## config.mk

```make
export PLATFORM = sky130hd
export DESIGN_NAME = uart_tx
export DESIGN_NICKNAME = d
export VERILOG_FILES = /design/src/rtl/uart_tx.sv
export SDC_FILE = /design/constraint.sdc
export NUM_CORES = 1
export LEC_CHECK = 0
export CAP_MARGIN = 20
export CORE_ASPECT_RATIO = 0.7
export CORE_MARGIN = 1
export CORE_UTILIZATION = 55
export DETAILED_ROUTE_END_ITERATION = 12
export HOLD_SLACK_MARGIN = 0.1
export PLACE_DENSITY = 0.85
export REMOVE_ABC_BUFFERS = 1
export SKIP_LAST_GASP = 1
export SYNTH_ARGS = -nofsm -noshare
export SYNTH_HDL_FRONTEND = slang
export SYNTH_SLANG_ARGS = --single-unit
export TNS_END_PERCENT = 50
```

## constraint.sdc

```tcl
create_clock -name ref_clk -period 5.6 [get_ports ref_clk]
set_input_delay 1.4 -clock ref_clk [delete_from_list [all_inputs] [get_ports ref_clk]]
set_output_delay 1.4 -clock ref_clk [all_outputs]
set_load 0.05 [all_outputs]
```

## src/rtl/uart_tx.sv

```systemverilog
// UART transmitter: one-entry holding register feeding an LSB-first shifter,
// with bit timing taken from the samp_clk enable and an inverted-sense line.
module uart_tx #(
  parameter int Oversample = 3,
  parameter int StopBits   = 1
) (
  input  logic       ref_clk,
  input  logic       reset,
  input  logic       samp_clk,
  input  logic [7:0] in,
  input  logic       valid,
  output logic       ready,
  output logic       busy,
  output logic       bit_clk,
  output logic       out
);

  // state | meaning
  // IDLE  | line at 0, waiting for a strobe with the holding register full
  // START | start bit (line 1)
  // DATA  | eight data bits, LSB first, line = ~bit
  // STOP  | StopBits stop periods (line 0)
  typedef enum logic [1:0] {IDLE, START, DATA, STOP} state_t;

  localparam logic StopLast = (StopBits == 2) ? 1'b1 : 1'b0;

  state_t                state, state_nxt;
  logic [Oversample-1:0] cnt, cnt_nxt;
  logic [2:0]            bit_idx, bit_idx_nxt;
  logic                  stop_idx, stop_idx_nxt;
  logic [7:0]            shift, shift_nxt;
  logic [7:0]            hold, hold_nxt;
  logic                  ready_nxt, busy_nxt, bit_clk_nxt, out_nxt;
  logic                  wrap, load;

  // ready doubles as the "holding register empty" flag
  assign wrap = samp_clk && (cnt == '1);

  always_ff @(posedge ref_clk) begin
    if (reset) begin
      state    <= IDLE;
      cnt      <= '0;
      bit_idx  <= '0;
      stop_idx <= 1'b0;
      shift    <= '0;
      hold     <= '0;
      ready    <= 1'b1;
      busy     <= 1'b0;
      bit_clk  <= 1'b0;
      out      <= 1'b0;
    end else begin
      state    <= state_nxt;
      cnt      <= cnt_nxt;
      bit_idx  <= bit_idx_nxt;
      stop_idx <= stop_idx_nxt;
      shift    <= shift_nxt;
      hold     <= hold_nxt;
      ready    <= ready_nxt;
      busy     <= busy_nxt;
      bit_clk  <= bit_clk_nxt;
      out      <= out_nxt;
    end
  end

  always_comb begin
    state_nxt    = state;
    cnt_nxt      = cnt;
    bit_idx_nxt  = bit_idx;
    stop_idx_nxt = stop_idx;
    shift_nxt    = shift;
    hold_nxt     = hold;
    ready_nxt    = ready;
    busy_nxt     = busy;
    bit_clk_nxt  = 1'b0;
    out_nxt      = out;
    load         = 1'b0;

    if (valid && ready) begin
      hold_nxt  = in;
      ready_nxt = 1'b0;
    end

    case (state)
      IDLE: begin
        if (samp_clk && !ready) load = 1'b1;
      end
      START: begin
        if (samp_clk) cnt_nxt = cnt + 1'b1;
        if (wrap) begin
          state_nxt   = DATA;
          out_nxt     = ~shift[0];
          shift_nxt   = {1'b0, shift[7:1]};
          bit_idx_nxt = '0;
          bit_clk_nxt = 1'b1;
        end
      end
      DATA: begin
        if (samp_clk) cnt_nxt = cnt + 1'b1;
        if (wrap) begin
          bit_clk_nxt = 1'b1;
          if (bit_idx == 3'd7) begin
            state_nxt    = STOP;
            out_nxt      = 1'b0;
            stop_idx_nxt = 1'b0;
          end else begin
            out_nxt     = ~shift[0];
            shift_nxt   = {1'b0, shift[7:1]};
            bit_idx_nxt = bit_idx + 1'b1;
          end
        end
      end
      STOP: begin
        if (samp_clk) cnt_nxt = cnt + 1'b1;
        if (wrap) begin
          if (stop_idx == StopLast) begin
            if (!ready) begin
              load = 1'b1;
            end else begin
              state_nxt = IDLE;
              busy_nxt  = 1'b0;
              out_nxt   = 1'b0;
            end
          end else begin
            stop_idx_nxt = stop_idx + 1'b1;
            bit_clk_nxt  = 1'b1;
          end
        end
      end
      default: state_nxt = IDLE;
    endcase

    // a pending byte starts a frame immediately, including straight out of STOP
    if (load) begin
      state_nxt   = START;
      shift_nxt   = hold;
      ready_nxt   = 1'b1;
      busy_nxt    = 1'b1;
      out_nxt     = 1'b1;
      bit_clk_nxt = 1'b1;
      cnt_nxt     = '0;
    end
  end

endmodule

```

======== Yosys cells after proc, flatten, opt, wreduce, memory -nomap -nowiden ========
Index checks and enable logic that the tools add are counted.
storage, ports and cells
  output and inout bits ................... 4
  logic and storage cells ................. 101
  register bits after elaboration ......... 29
operators by class
  multiplexer cells ....................... 42
  $add $sub $neg .......................... 3
  bitwise logic cells ..................... 1
  reduce and logical (&&, ||, !) cells .... 24
  equal/unequal tests ..................... 20
operators with widths
  cell                                                             count
  8-bit 2-to-1 mux                                                 4
  1-bit 2-to-1 mux                                                 22
  3-bit != test, second input constant                             7
  8-bit one-hot mux with 2 select lines                            1
  4-bit AND reduction                                              4
  2-bit != test, second input constant                             7
  7-bit AND reduction                                              2
  2-bit 2-to-1 mux                                                 6
  2-bit nonzero test                                               5
  3-bit 2-to-1 mux                                                 3
  3-bit by 1-bit adder with 3-bit output, second input constant    2
  3-bit == test, second input constant                             2
  1-bit one-hot mux with 2 select lines                            3
  2-bit one-hot mux with 3 select lines                            1
  3-bit one-hot mux with 2 select lines                            1
  6-bit AND reduction                                              1
  3-bit nonzero test                                               2
  2-bit == test, second input constant                             2
  4-bit nonzero test                                               1
  2-bit OR reduction                                               2
  1-bit logical AND                                                3
  1-bit one-hot mux with 3 select lines                            1
  3-bit OR reduction                                               1
  2-bit by 1-bit == test with 1-bit output, second input constant  1
  other kinds (6)                                                  6

======== Depth between registers and ports, before layout ========
Gate-level depths: netlist of the first run.
  depth in word-level cells ............... 6
  gate-level depth with buffers ........... 8

======== Worst setup path after synthesis of the first run ========
Ideal clock, no wire load.
  path type ............................... in2reg
  start ................................... input samp_clk
  end ..................................... register shift[0]
  arrival ................................. 2.384 ns
  stages .................................. 4
  setup slack ............................. 3.125 ns
  data required time ...................... 5.509 ns
  path buffers ............................ 0
  cell sequence ........................... nand2_1 a211oi_1 nand2_1 a311oi_1
between the ends
  word-level cells in the longest chain between the ends .. 5
  elaborated cells on any way between the ends .. 11
ends and longest elaborated chain
  element                                                                      line     text
  start: declaration                                                           9        input logic samp_clk,
  1-bit logical AND (on tied branches)                                         37, 85
  1-bit 2-to-1 mux (on tied branches)                                          114, 85
  1-bit one-hot mux with 2 select lines                                        83       case (state)
  3-bit != test (no source line) / 3-bit nonzero test (equally long branches)  --
  4-bit AND reduction (no source line)                                         --
  end signal: assignment                                                       56       shift <= shift_nxt;
  end: declaration                                                             31       logic [7:0] shift, shift_nxt;
Parallel ways exist; a longest one is shown, timed or not.
A chain may end at the register's enable or synchronous reset.

======== Final worst setup path of the first run ========
  start ................................... register ready
  end ..................................... output ready
RTL lines
  element                   line  text
  start: declaration        12    output logic ready,
  start signal: assignment  58    ready <= ready_nxt;
No word-level cell between the ends.

==> results of run 1 <==
area by class of cell:
type / count / area, µm²
fill: 189 / 707
tap: 32 / 40.0
clock buffer: 4 / 36.3
sequential: 28 / 561
multi-input combinational: 112 / 719
inverter: 3 / 11.3
timing repair buffer: 15 / 150
power groups by stage:
stage | clock network, mW | registers [mW] | logic, mW
floorplan | 0 | 0.255 | 0.0994
global placement | 0 | 0.244 | 0.146
detailed placement | 0 | 0.246 | 0.153
CTS | 0.0992 | 0.241 | 0.153
global route | 0.108 | 0.245 | 0.169
finish | 0.0990 | 0.242 | 0.154
state kept, by name, indices dropped and copies added (netlist names):
signal   cells
bit_clk      1
bit_idx      3
busy         1
cnt          3
hold         8
out          1
ready        1
shift        8
state        2
metal layers:
metal | part of all wire | vias up | track usage | wire length, µm
met5 | 0 | - | 0 | 0
met4 | 0.0041 | 0 | 0.0727 | 11
met3 | 0.062 | 3 | 0.0732 | 166
met2 | 0.46 | 39 | 0.358 | 1230
met1 | 0.47 | 527 | 0.343 | 1250
li1 | - | 567 | - | -
path summary, 6_finish.rpt:
kind                                from  endpoint  slack, ns  depth (start not counted)
worst max-delay path               ready     ready       2.26                          1
worst min-delay path            shift[7]  shift[6]       0.46                          2
worst max register to register  state[0]  shift[5]       3.38                          6
worst min register to register  shift[7]  shift[6]       0.46                          2
kinds of logic after synthesis:
logic type                 Yosys count  synth area share
AOI/OAI and AO/OA                   32             0.179
xor gates and xnor gates             1           0.00656
adders and majority gates           10            0.0937
buffers and inverters               12            0.0412
DFF                                 28             0.420
muxes                                3            0.0234
and+or+nand+nor                     66             0.236
per-stage QoR:
step	utilization	cells	power (mW)	cell area [µm²]	hold slack [ns]
6_report	0.682	194	0.495	1520	0.457
3_3_place_gp	0.666	190	0.390	1480	0.440
4_1_cts	0.682	194	0.494	1520	0.468
2_1_floorplan	-	143	0.354	1290	0.426
5_1_grt	0.682	194	0.522	1520	0.501
3_5_place_dp	0.666	190	0.398	1480	0.448
tightest hold or removal path, cell delays in order, from the launching register on:
cell and delay, ns:
dfxtp_1 0.33, nand2_1 0.05, a311oi_1 0.07
layout by cell type (no fill, tap or decap), types with 2 or more instances in the layout:
cell type,instances
and2_1,2
nor2b_1,3
nand2_1,27
inv_1,3
dfxtp_1,28
ha_1,10
a21oi_1,13
mux2i_1,2
clkdlybuf4s50_1,15
clkbuf_4,3
nor2_1,12
o21ai_0,4
a311oi_1,8
a32oi_1,2
nand3_1,10
nor3_1,5
==> out/qor.yml, run 1 <==
layout_min_cycle_time_ns: 3.34
antennaDiodeCount: 0
switchingPower_uw: 169
htree_levels: 1
synthArstFlopShare: 0
share_comb_of_total_power: 0.311
syn_area_um2: 1340
yosysTopAreaCell: "dfxtp_1"
switching_share: 0.342
drc: 0
synth_cell_types: 32
hp-class: "register to register"
wl_um: 2670
grt_pass1_wl_um: 4700
crit_path_end_kind: "primary output"
dp_hpwl_um: 1930
pwr-share-seq: 0.489
arrival_ns: 1.94
rows: 14
finClkSkew_ns: 0.0219
report.final.setup_viol: 0
place_congestion: 0.805
portBuffers: 15
synth_flop_cell: "dfxtp_1"
max-cap-violations: 0
synth_seq_area_share: 0.420
ctsResizeCount: 0
post_drt_wl_per_cell_um: 13.7
drt_first_pass_iters: 4
yosys-top-cells-area: "dfxtp_1 (42%), ha_1 (9.4%), nand2_1 (7.6%)"
via_per_inst: 5.86
grt_pass1_vias: 1015
rsz0062_at_grt: "false"
yosys.area.top_type_share: 0.420
synthCells: 152
clk_path_buf_depth: 2
cts_inserted_buffers: 3
clk_latency_ns: 0.34
antenna_left: 0
vias: 1136
synth_most_common_cell: "dfxtp_1"
ys.warnings.count: 0
critical_path_required_ns: 4.20
layout_setup_ws_ns: 2.26
holdBufCountCts: 0
timing.final.crit_share: 0.597
syn_to_final_growth_pct: 13.7
vdd_drop_max_uv: 220
overflow: 0
slew_viol_final: 0
path_max_fanout: 16
antenna_found_initial: 0
grt_usage: 0.244
timing.critical_path.cells: "clkdlybuf4s50_1"
io_pins: 16
hold_viol: 0
fin_tns_setup_ns: 0
startpoint_type: "register"
die_area_um2: 2630
cts_tree: "done"
synth-seq-cells: 28
power_density_nw_per_um2: 326
power.leakage_nw: 0.558
tightest_slew_ns: 1.03
preCtsSetupSlack_ns: 2.25
crit_family: "buffers and inverters"
synth-edff-count: 0
core_area_um2: 2220
syn_area_per_cell_um2: 8.78
drive_gt1_frac: 0.0617
cts_setup_buffers: 0
initial_core_util: 0.600
clkTransAtPathRegs_ns: 0.16
grt_start_max_net_pins: 29
dr.first_iter.drc_count: 26
clk_root_buffer_cell: "clkbuf_4"
cp_num_buf_inv: 1
power.share.clock: 0.200
nets: 185
cpPeakStageDelay_ns: 0.92
die_w_um: 60.9
path_class: "register to primary output"
p_int_uw: 326
outcome: "finished clean"
cp_slowest_cell: "clkdlybuf4s50_1"
ys_top_cells_by_count: "dfxtp_1 (28), nand2_1 (27), a21oi_1 (13)"
fp.dieH_um: 43.2
fmax_ghz: 0.299
clkSinkCount: 28
maxSlewHeadroom: 0.309
Power figures use the tool's default switching activity.
==> inputs of run 2 (changes only) <==
--- a/config.mk
+++ b/config.mk
@@ -8,10 +8,10 @@
 export CAP_MARGIN = 20
 export CORE_ASPECT_RATIO = 0.7
 export CORE_MARGIN = 1
-export CORE_UTILIZATION = 55
+export CORE_UTILIZATION = 49
 export DETAILED_ROUTE_END_ITERATION = 12
 export HOLD_SLACK_MARGIN = 0.1
-export PLACE_DENSITY = 0.85
+export PLACE_DENSITY = 0.8
 export REMOVE_ABC_BUFFERS = 1
 export SKIP_LAST_GASP = 1
 export SYNTH_ARGS = -nofsm -noshare
==> constraint.sdc (replaced) <==
create_clock -name ref_clk -period 3 [get_ports ref_clk]
set_input_delay 0.75 -clock ref_clk [delete_from_list [all_inputs] [get_ports ref_clk]]
set_output_delay 0.75 -clock ref_clk [all_outputs]
set_load 0.05 [all_outputs]
==> run 2 against run 1 <==
Compared with the run above: sequential share of layout area decreased by 1.2 points; utilization is 5.8 points lower; sequential power grew 83%; global-route usage shrank 3.5 points.
==> out/qor.yml, run 2 (synthesized netlist as in run 1, its figures left out) <==
rows: 15
fp.dieH_um: 45.7
drt_first_pass_iters: 4
p_int_uw: 657
clk_root_buffer_cell: "clkbuf_8"
clkSinkCount: 28
clk_path_buf_depth: 2
drc: 0
antennaDiodeCount: 0
cts_inserted_buffers: 3
grt_usage: 0.210
tightest_slew_ns: 0.592
portBuffers: 15
cpPeakStageDelay_ns: 0.76
finClkSkew_ns: 0.00492
cp_num_buf_inv: 1
fin_tns_setup_ns: 0
layout_min_cycle_time_ns: 2.21
share_comb_of_total_power: 0.309
fillers: 222
max-cap-violations: 0
grt_pass1_vias: 1126
startpoint_type: "input pin"
switching_share: 0.329
vias: 1164
critical_path_required_ns: 3.19
reg_top3: "hold (8), shift (8)"
fmax_ghz: 0.453
grt_start_max_net_pins: 29
cts_tree: "done"
path_class: "input pin to register"
power.share.clock: 0.238
clk_latency_ns: 0.27
antenna_left: 0
final_cell_mix: "dfxtp_1 (28), nand2_1 (27), clkdlybuf4s50_1 (15)"
hold_viol: 0
vdd_drop_max_uv: 380
hp-class: "register to register"
report.final.setup_viol: 0
preCtsSetupSlack_ns: 0.511
via_per_inst: 5.82
switchingPower_uw: 322
initial_core_util: 0.531
pwr-share-seq: 0.453
overflow: 0
arrival_ns: 2.40
nets: 189
die_area_um2: 2940
clkTransAtPathRegs_ns: 0.09
drive_gt1_frac: 0.0843
cts_setup_buffers: 0
post_drt_wl_per_cell_um: 14.0
crit_path_end_kind: "register"
cp_slowest_cell: "or4b_1"
fin_area_um2: 1570
crit_family: "simple AND/OR/NAND/NOR gates"
path_max_fanout: 19
holdBufCountCts: 0
htree_levels: 1
dpl_cell_area_um2: 1510
dr.first_iter.drc_count: 24
timing.critical_path.cells: "clkdlybuf4s50_1 > or4b_1 > a311oi_1"
ctsResizeCount: 0
timing.final.crit_share: 0.736
power.leakage_nw: 0.586
layout_setup_ws_ns: 0.792
power_density_nw_per_um2: 624
fin_util: 0.624
place_congestion: 0.775
io_pins: 16
dp_hpwl_um: 2040
maxSlewHeadroom: 0.605
slew_viol_final: 0
antenna_found_initial: 0
die_w_um: 64.4
rsz0062_at_grt: "false"
outcome: "finished clean"
wl_um: 2800
syn_to_final_growth_pct: 17.5
core_area_um2: 2510
grt_pass1_wl_um: 4710
final_common_cell: "dfxtp_1"
[run 2: cell type report]
class / instances / area [µm²] / area share
Sequential cell: 28 / 561 / 0.357
Timing Repair Buffer: 19 / 180 / 0.115
Multi-Input combinational cell: 112 / 719 / 0.459
Inverter: 3 / 11.3 / 0.00718
Clock buffer: 4 / 55.1 / 0.0351
Tap cell: 34 / 42.5 / 0.0271
[run 2: path summary, 6_finish.rpt]
check / startpoint / to / slack (ns) / depth (start not counted)
min reg2reg: hold[7] / shift[7] / 0.46 / 2
max: samp_clk / state[0] / 0.79 / 3
max reg2reg: state[0] / state[0] / 0.84 / 4
min: hold[7] / shift[7] / 0.46 / 2
[run 2: power by group through the flow]
| stage | sequential (mW) | clock [mW] | combinational (mW) |
|---|---|---|---|
| after floorplan | 0.476 | 0 | 0.186 |
| after global placement | 0.449 | 0 | 0.286 |
| after detailed placement | 0.451 | 0 | 0.301 |
| after CTS | 0.443 | 0.235 | 0.302 |
| after global routing | 0.448 | 0.248 | 0.328 |
| final | 0.444 | 0.233 | 0.303 |
[run 2: stage by stage]
step,instances,hold slack [ns],total power [mW]
3_5_place_dp,196,0.443,0.753
4_1_cts,200,0.457,0.980
2_1_floorplan,143,0.426,0.662
6_report,200,0.456,0.979
3_3_place_gp,196,0.440,0.734
5_1_grt,200,0.469,1.02
[run 2: per-layer routing]
metal | GRT usage | routed length (µm) | share of wire
met1 | 0.261 | 1340 | 0.48
met2 | 0.362 | 1310 | 0.47
met3 | 0.0600 | 115 | 0.041
met4 | 0.0578 | 29 | 0.010
met5 | 0 | 0 | 0
[run 2: worst reg2reg max path: cells and delay by family, from the launching register on]
kind | cells | cell delay [ns]
simple gates | 1 | 0.82
flops | 1 | 0.41
compound gates | 1 | 0.37
fa+ha+maj | 1 | 0.35
buf+inv | 1 | 0.13
==> inputs of run 3 (changes only) <==
--- a/config.mk
+++ b/config.mk
@@ -8,10 +8,10 @@
 export CAP_MARGIN = 20
 export CORE_ASPECT_RATIO = 0.7
 export CORE_MARGIN = 1
-export CORE_UTILIZATION = 49
+export CORE_UTILIZATION = 54
 export DETAILED_ROUTE_END_ITERATION = 12
 export HOLD_SLACK_MARGIN = 0.1
-export PLACE_DENSITY = 0.8
+export PLACE_DENSITY = 0.84
 export REMOVE_ABC_BUFFERS = 1
 export SKIP_LAST_GASP = 1
 export SYNTH_ARGS = -nofsm -noshare
==> constraint.sdc (replaced) <==
create_clock -name ref_clk -period 2.27 [get_ports ref_clk]
set_input_delay 0.5675 -clock ref_clk [delete_from_list [all_inputs] [get_ports ref_clk]]
set_output_delay 0.5675 -clock ref_clk [all_outputs]
set_load 0.05 [all_outputs]
==> run 3 against run 2 <==
Compared with the run above: global-route usage is 3.2 points higher; power increased by 36%; clock-buffer cell count decreased by 1; via count shrank 1.5%; first-iteration DRC count rose to 2.6 times the previous value; clock skew decreased by 0.0024 ns; critical path depth increased by 3; design area grew 0.96%; critical path type is now register to register.
==> out/qor.yml, run 3 (synthesized netlist as in run 1, its figures left out) <==
outcome: "finished clean"
grt_pass1_vias: 1017
nets: 192
fmax_ghz: 0.478
startpoint_type: "register"
grt_pass1_wl_um: 4690
die_area_um2: 2680
drive_gt1_frac: 0.107
hp-class: "register to register"
antennaDiodeCount: 0
preCtsSetupSlack_ns: 0.0598
hold_ws_ns: 0.471
fin_area_um2: 1580
cp_num_buf_inv: 1
arrival_ns: 2.33
final_cell_mix: "dfxtp_1 (28), nand2_1 (27), clkdlybuf4s50_1 (14)"
portBuffers: 15
cts_inserted_buffers: 3
worst-r2r-cell-count: 6
rows: 14
layout_setup_ws_ns: 0.178
overflow: 0
power.leakage_nw: 0.600
ff2ff_setup_slack_ns: 0.18
crit_path_end_kind: "register"
rr_endpoint: "state[1]"
post_drt_wl_per_cell_um: 13.9
clk_path_buf_depth: 2
drc: 0
tightest_slew_ns: 0.494
crit_start: "state[0]"
crit_path_end: "state[1]"
die_w_um: 61.4
clkTransAtPathRegs_ns: 0.15
core_area_um2: 2240
timing.critical_path.cells: "inv_1 > ha_1 > or3_4 > a2111oi_4 > nor2_1 > a2111oi_2"
holdBufCountCts: 0
rsz0062_at_grt: "false"
final_common_cell: "dfxtp_1"
via_per_inst: 5.70
grt_usage: 0.242
critical_path_required_ns: 2.51
r2r-start: "state[0]"
wl_um: 2800
dp_hpwl_um: 2020
crit_family: "compound AO/OA/AOI/OAI gates"
cts_tree: "done"
layout_min_cycle_time_ns: 2.09
dpl_cell_area_um2: 1530
antenna_found_initial: 0
max-cap-violations: 0
slew_viol_final: 0
place_congestion: 0.795
cpPeakStageDelay_ns: 0.43
path_class: "register to register"
timing.final.crit_share: 0.921
fp.dieH_um: 43.6
vdd_drop_max_uv: 531
dr.first_iter.drc_count: 62
clk_latency_ns: 0.33
clk_root_buffer_cell: "clkbuf_4"
cp_slowest_cell: "dfxtp_1"
syn_to_final_growth_pct: 18.7
vias: 1146
clkSinkCount: 28
power_density_nw_per_um2: 839
ctsResizeCount: 0
cts_setup_buffers: 0
fin_tns_setup_ns: 0
cp.depth: 6
maxSlewHeadroom: 0.670
path_max_fanout: 4
hold_viol: 0
reg_top3: "hold (8), shift (8)"
finClkSkew_ns: 0.00256
grt_start_max_net_pins: 29
drt_first_pass_iters: 4
io_pins: 16
report.final.setup_viol: 0
antenna_left: 0
initial_core_util: 0.595
htree_levels: 1
==> run 3: worst min-delay path by stage <==
stage          slack, ns  endpoint  startpoint  depth (start not counted)
6_report            0.47   hold[3]     hold[3]                          2
5_1_grt             0.49   hold[3]     hold[3]                          2
4_1_cts             0.47  shift[7]     hold[7]                          2
3_5_place_dp        0.45  shift[7]     hold[7]                          2
3_3_place_gp        0.45  shift[7]     hold[7]                          2
2_1_floorplan       0.43  shift[7]     hold[7]                          2
==> run 3: per-layer routing <==
layer,vias up,part of all wire,wire (µm),track usage
met5,-,0,0,0
met4,0,0.0036,10,0.0533
met3,2,0.038,105,0.0537
met2,25,0.48,1340,0.393
met1,542,0.48,1340,0.333
li1,577,-,-,-
==> run 3: where the power goes <==
part	leakage (nW)	internal [mW]	switching, mW
Sequential	0.228	0.548	0.0423
Combinational	0.344	0.174	0.238
Clock	0.0279	0.179	0.149
Total	0.600	0.901	0.429
==> run 3: cell type report <==
| cell class | instances | area, µm² |
|---|---|---|
| multi-input cells | 112 | 719 |
| fillers | 190 | 658 |
| flip-flops and latches | 28 | 561 |
| repair buffers | 22 | 200 |
| well taps | 32 | 40.0 |
| clock inverters | 1 | 30.0 |
| clock buffers | 3 | 22.5 |
| inverters | 3 | 11.3 |
==> run 3: worst register-to-register path: cells and delay by family (launching register included) <==
kind,cells,cell delay (ns)
AOI/OAI and AO/OA,2,0.72
adders and majority gates,1,0.23
buffers and inverters,1,0.13
DFF,1,0.43
and+or+nand+nor,2,0.49
==> run 3: stage by stage <==
stage	util	power, mW	cells
3_3_place_gp	0.683	0.981	197
3_5_place_dp	0.683	1.01	197
2_1_floorplan	-	0.874	143
4_1_cts	0.706	1.33	201
6_report	0.706	1.33	201
5_1_grt	0.706	1.40	201
==> variant 1: new RTL, settings of run 3 <==
Make the reset (`reset`) asynchronous in one clocked block.
--- a/src/rtl/uart_tx.sv
+++ b/src/rtl/uart_tx.sv
@@ -36,7 +36,7 @@
   // ready doubles as the "holding register empty" flag
   assign wrap = samp_clk && (cnt == '1);
 
-  always_ff @(posedge ref_clk) begin
+  always_ff @(posedge ref_clk or posedge reset) begin
     if (reset) begin
       state    <= IDLE;
       cnt      <= '0;
Function: differs if reset is asserted again (counterexample within 4 cycles, from zero or initial values and one cycle with reset high); with reset held inactive, the same outputs for 10 cycles.
==> variant 1 against run 3 <==
  * Sequential share of layout area increased by 7.2 points
  * Synthesized cell count shrank 27%
  * Die area rose by 3.3%
  * Highest routed layer unchanged
  * Wire length fell by 16%
  * Worst setup slack gained 0.0098 ns
  * Fmax is 0.47% higher
  * Sequential cell count unchanged
  * Global-route usage decreased by 3.7 points
  * Synthesized area is 3.5% higher
  * Cell area increased by 4.1%
Power is not compared: it rests on default switching activity, and its combinational part moved more than twofold at a synthesized area within 25%.
==> variant 1: results (changes against run 3) <==
stage,metric,value,unit,change
finish,drive_gt1_frac,0.238,,+0.132
finish,fin_nets,152,,-21%
min_path,holdCritStartpoint,hold[4]$_DFFE_PP0P_,,
placement,pre_cts_ws,0.133,ns,+0.0730 ns
finish,fill_cells,168,,-12%
critical_path,r2r-end,shift[2]$_DFFE_PP0P_,,
synthesis,ys_seq_area_frac,0.508,,+0.0883
placement,routabilityCongestion,0.824,,+3.7%
synthesis,ys_top_cells_by_area,"dfrtp_1, ha_1, mux2_2",,
critical_path,cp.arrival,1.51,ns,-0.82 ns
critical_path,crit_family,buffers and inverters,,
global_route,grt_pass1_wl,4200,um,-11%
synthesis,synthTopCellsByCount,"dfrtp_1, mux2_2, ha_1, mux2i_1, nand2_1",,
sta,finalCritPeriodShare,0.917,,-0.00433
detailed_routing,wl,2350,um,-16%
detailed_routing,vias_per_cell,5.36,,-6.0%
synthesis,synthAdderAreaFrac,0.0815,,-0.0122
global_route,grt_pass1_vias,904,,-11%
synthesis,synth.distinct_cells,30,,-6.3%
critical_path,worstRegToRegCells,7,,+1
synthesis,async_flop_share,1.00,,+1.00
global_route,grt.total_usage,0.205,,-0.0374
synthesis,synth_mux_area_frac,0.147,,+0.123
run_status,status,"complete, no violations",,
critical_path,slowest_stage,clkdlybuf4s50_1,,
==> variant 1: cell types whose count changed in the layout (fill, tap and decap cells not counted), sizes merged, moves of 4 or more <==
cell / before / now
dfxtp: 28 / 0
dfrtp: 0 / 27
nand2: 27 / 10
a21oi: 13 / 2
nand3: 10 / 0
mux2: 1 / 10
a311oi: 8 / 0
mux2i: 2 / 9
nor2: 12 / 6
o21ai: 4 / 10
nor3: 5 / 0
buf: 8 / 4
==> variant 1: layout make-up <==
| class | count | share of cell area |
|---|---|---|
| clock buffers | 3 | 0.0137 |
| clock inverters | 1 | 0.0182 |
| inverters | 6 | 0.0137 |
| multi-input cells | 74 | 0.386 |
| flip-flops and latches | 28 | 0.426 |
| well taps | 32 | 0.0243 |
| repair buffers | 18 | 0.118 |
==> variant 1: per-layer routing <==
layer,global-route usage,part of all wire
met1,0.269,0.48
met2,0.357,0.49
met3,0.0464,0.025
met4,0.0419,0.0055
met5,0,0
==> variant 1: worst max path at each step <==
stage                         startpoint              endpoint
finish                  busy$_DFFE_PP0P_                  busy
global route             out$_DFFE_PP0P_                   out
CTS                     busy$_DFFE_PP0P_                  busy
global placement                samp_clk  shift[3]$_DFFE_PP0P_
floorplan           state[0]$_DFFE_PP0P_  shift[7]$_DFFE_PP0P_
detailed placement              samp_clk  shift[2]$_DFFE_PP0P_
==> variant 1: report_power, final <==
group          total (mW)  switching [mW]  internal (mW)
sequential          0.847           0.127          0.720
combinational       0.940           0.516          0.423
clock               0.324           0.145          0.179
==> variant 1: logic make-up after synthesis <==
family                   after synthesis
AO/OA/AOI/OAI                         24
XOR/XNOR                               1
adder cells (fa/ha/maj)                9
buffers and inverters                  9
flip-flops                            28
multiplexers                          19
AND/OR/NAND/NOR                       21
==> variant 2: new RTL, config.mk and constraints of run 3 <==
Without the edit above. The parameter `Oversample` goes from 3 to 2.
--- a/src/rtl/uart_tx.sv
+++ b/src/rtl/uart_tx.sv
@@ -1,7 +1,7 @@
 // UART transmitter: one-entry holding register feeding an LSB-first shifter,
 // with bit timing taken from the samp_clk enable and an inverted-sense line.
 module uart_tx #(
-  parameter int Oversample = 3,
+  parameter int Oversample = 2,
   parameter int StopBits   = 1
 ) (
   input  logic       ref_clk,
Check against the original RTL: not equivalent (Yosys sat finds a counterexample within 10 cycles, from zero or initial values and one cycle with reset high).
==> variant 2 against run 3 <==
  * Utilization shrank 1.8 points
  * Power is 13% lower
  * Sequential cell count shrank 1
  * Wire length down 5.8%
  * Combinational power decreased by 7.8%
  * Clock power down 37%
  * Global-route usage is 0.36 points lower
  * Synthesized area decreased by 7.1%
  * Via count down 4.5%
  * Count of clock-buffer cells in the layout up 1
  * Fmax grew 1.8%
  * Highest routed layer unchanged
  * Worst setup slack better by 0.037 ns
  * Cell area shrank 6.4%
==> variant 2: results (changes against run 3) <==
stage,metric,value,unit,change
run_status,status,"complete, no violations",,
clocking,cts_root_buffer,clkbuf_4,,
clocking,cts_buffers,3,,unchanged
finish,diodes,0,,unchanged
power,power.leakage,0.550,nW,-8.5%
min_path,worstHoldPathCells,2,,unchanged
global_route,grt_pass1_wl,4500,um,-4.1%
min_path,min_path_type,flop to flop,,
global_route,grt_start_max_net_pins,16,,-45%
global_route,grt_pass1_vias,977,,-3.9%
detailed_routing,drt_iter0_drc,72,,+16%
clocking,htreeDepth,1,,unchanged
placement,routabilityCongestion,0.878,,+10%
critical_path,r2r_setup_slack,0.22,ns,+0.04 ns
clocking,clkTransAtPathRegs,0.14,ns,
synthesis,synth.distinct_cells,28,,-13%
placement,io_buffers,15,,unchanged
synthesis,synthTopCellsByCount,"nand2_1, dfxtp_1, nor2_1, a21oi_1, nand3_1",,
clocking,clk_latency,0.32,ns,
power,worst_ir_drop_vdd,0.000581,V,+9.3%
job,max_cap_viol_count,0,,unchanged
finish,reg.largest.list,"hold: 8 flops, shift: 8 flops, bit_idx: 3 flops",,
synthesis,ys_top_cells_by_area,"dfxtp_1, nand2_1, ha_1",,
finish,drive_gt1_frac,0.110,,+0.00325
global_route,antenna_found_initial,0,,unchanged
synthesis,async_flop_share,0,,unchanged
synthesis,ys.warnings.count,0,,unchanged
critical_path,worstRegToRegCells,6,,unchanged
sta,max_slew.worst_pin.slew,0.715,ns,+0.222 ns
critical_path,cp.arrival,2.28,ns,-0.05 ns
finish,fin_nets,185,,-3.6%
detailed_routing,vias,1094,,-4.5%
detailed_routing,wl,2630,um,-5.8%
sta,finClkSkew,0.00801,ns,+0.00545 ns
critical_path,cp_max_fo,6,,+2
placement,dp_hpwl,1950,um,-3.6%
clocking,cts_setup_buffers,0,,unchanged
detailed_routing,dr.pass1.iters,5,,+1
synthesis,ys_seq_area_frac,0.436,,+0.0161
global_route,grt.total_usage,0.238,,-0.00357
power,swShare,0.342,,+0.0201
clocking,cts.path.max_buffers,2,,unchanged
variant 2: changes by cell type in the layout (fill, tap and decap cells not counted), sizes merged, moves of 2 or more:
| cell | change |
|---|---|
| a22oi | +2 |
| a32oi | -2 |
| and2 | -2 |
| ha | -2 |
| nor2 | +2 |
| o21ai | -2 |
| or3b | +2 |
variant 2: metrics by stage:
step	instances	setup slack, ns	hold slack [ns]	instance area [um2]
floorplan	137	0.355	0.426	1210
global placement	192	0.112	0.447	1460
detailed placement	192	0.0463	0.449	1460
CTS	196	0.175	0.468	1480
global route	196	0.0343	0.481	1480
finish	196	0.216	0.469	1480
variant 2: layout make-up:
class / count / area, um2
fill: 195 / 672
multi-input combinational: 106 / 652
sequential: 27 / 542
timing repair buffer: 23 / 208
tap: 32 / 40.0
clock buffer: 4 / 26.3
inverter: 4 / 15.0
variant 2: final timing paths:
path                                       startpoint                    end
worst max-delay path            state[0]$_SDFFE_PP0P_  state[1]$_SDFFE_PP0P_
worst min-delay path             hold[0]$_SDFFE_PP0P_   hold[0]$_SDFFE_PP0P_
worst max register to register  state[0]$_SDFFE_PP0P_  state[1]$_SDFFE_PP0P_
worst min register to register   hold[0]$_SDFFE_PP0P_   hold[0]$_SDFFE_PP0P_
variant 2: repair_timing:
| item | CTS | global route |
|---|---|---|
| hold endpoints to repair | 0 | 0 |
| gates resized for setup | 0 | 1 |
| endpoints found under the setup margin | 0 | 1 |
variant 2: worst max-delay path: stages (launching register included):
cell and delay [ns]:
dfxtp_2 0.39, inv_1 0.08, ha_1 0.28, or3_4 0.43
a2111oi_4 0.37, nor2_1 0.08, a2111oi_1 0.34
variant 2: power groups by stage:
stage	clock [mW]	sequential, mW	combinational [mW]
finish	0.207	0.577	0.380
detailed placement	0	0.585	0.374
CTS	0.206	0.575	0.376
floorplan	0	0.609	0.226
global route	0.226	0.585	0.419
global placement	0	0.582	0.358
variant 2: kinds of logic after synthesis:
group                    Yosys count  synth area share
flip-flops                        27             0.436
adder cells (fa/ha/maj)            8            0.0807
AO/OA/AOI/OAI                     30             0.175
AND/OR/NAND/NOR                   66             0.255
XOR/XNOR                           1           0.00706
buffers and inverters             12            0.0383
multiplexers                       1           0.00807
variant 2: routing by layer:
metal / GRT usage / wire length [um] / vias to the layer above
met5: 0 / 0 / -
met4: 0.0429 / 12 / 0
met3: 0.0556 / 167 / 2
met2: 0.348 / 1140 / 37
met1: 0.358 / 1310 / 504
li1: - / - / 551
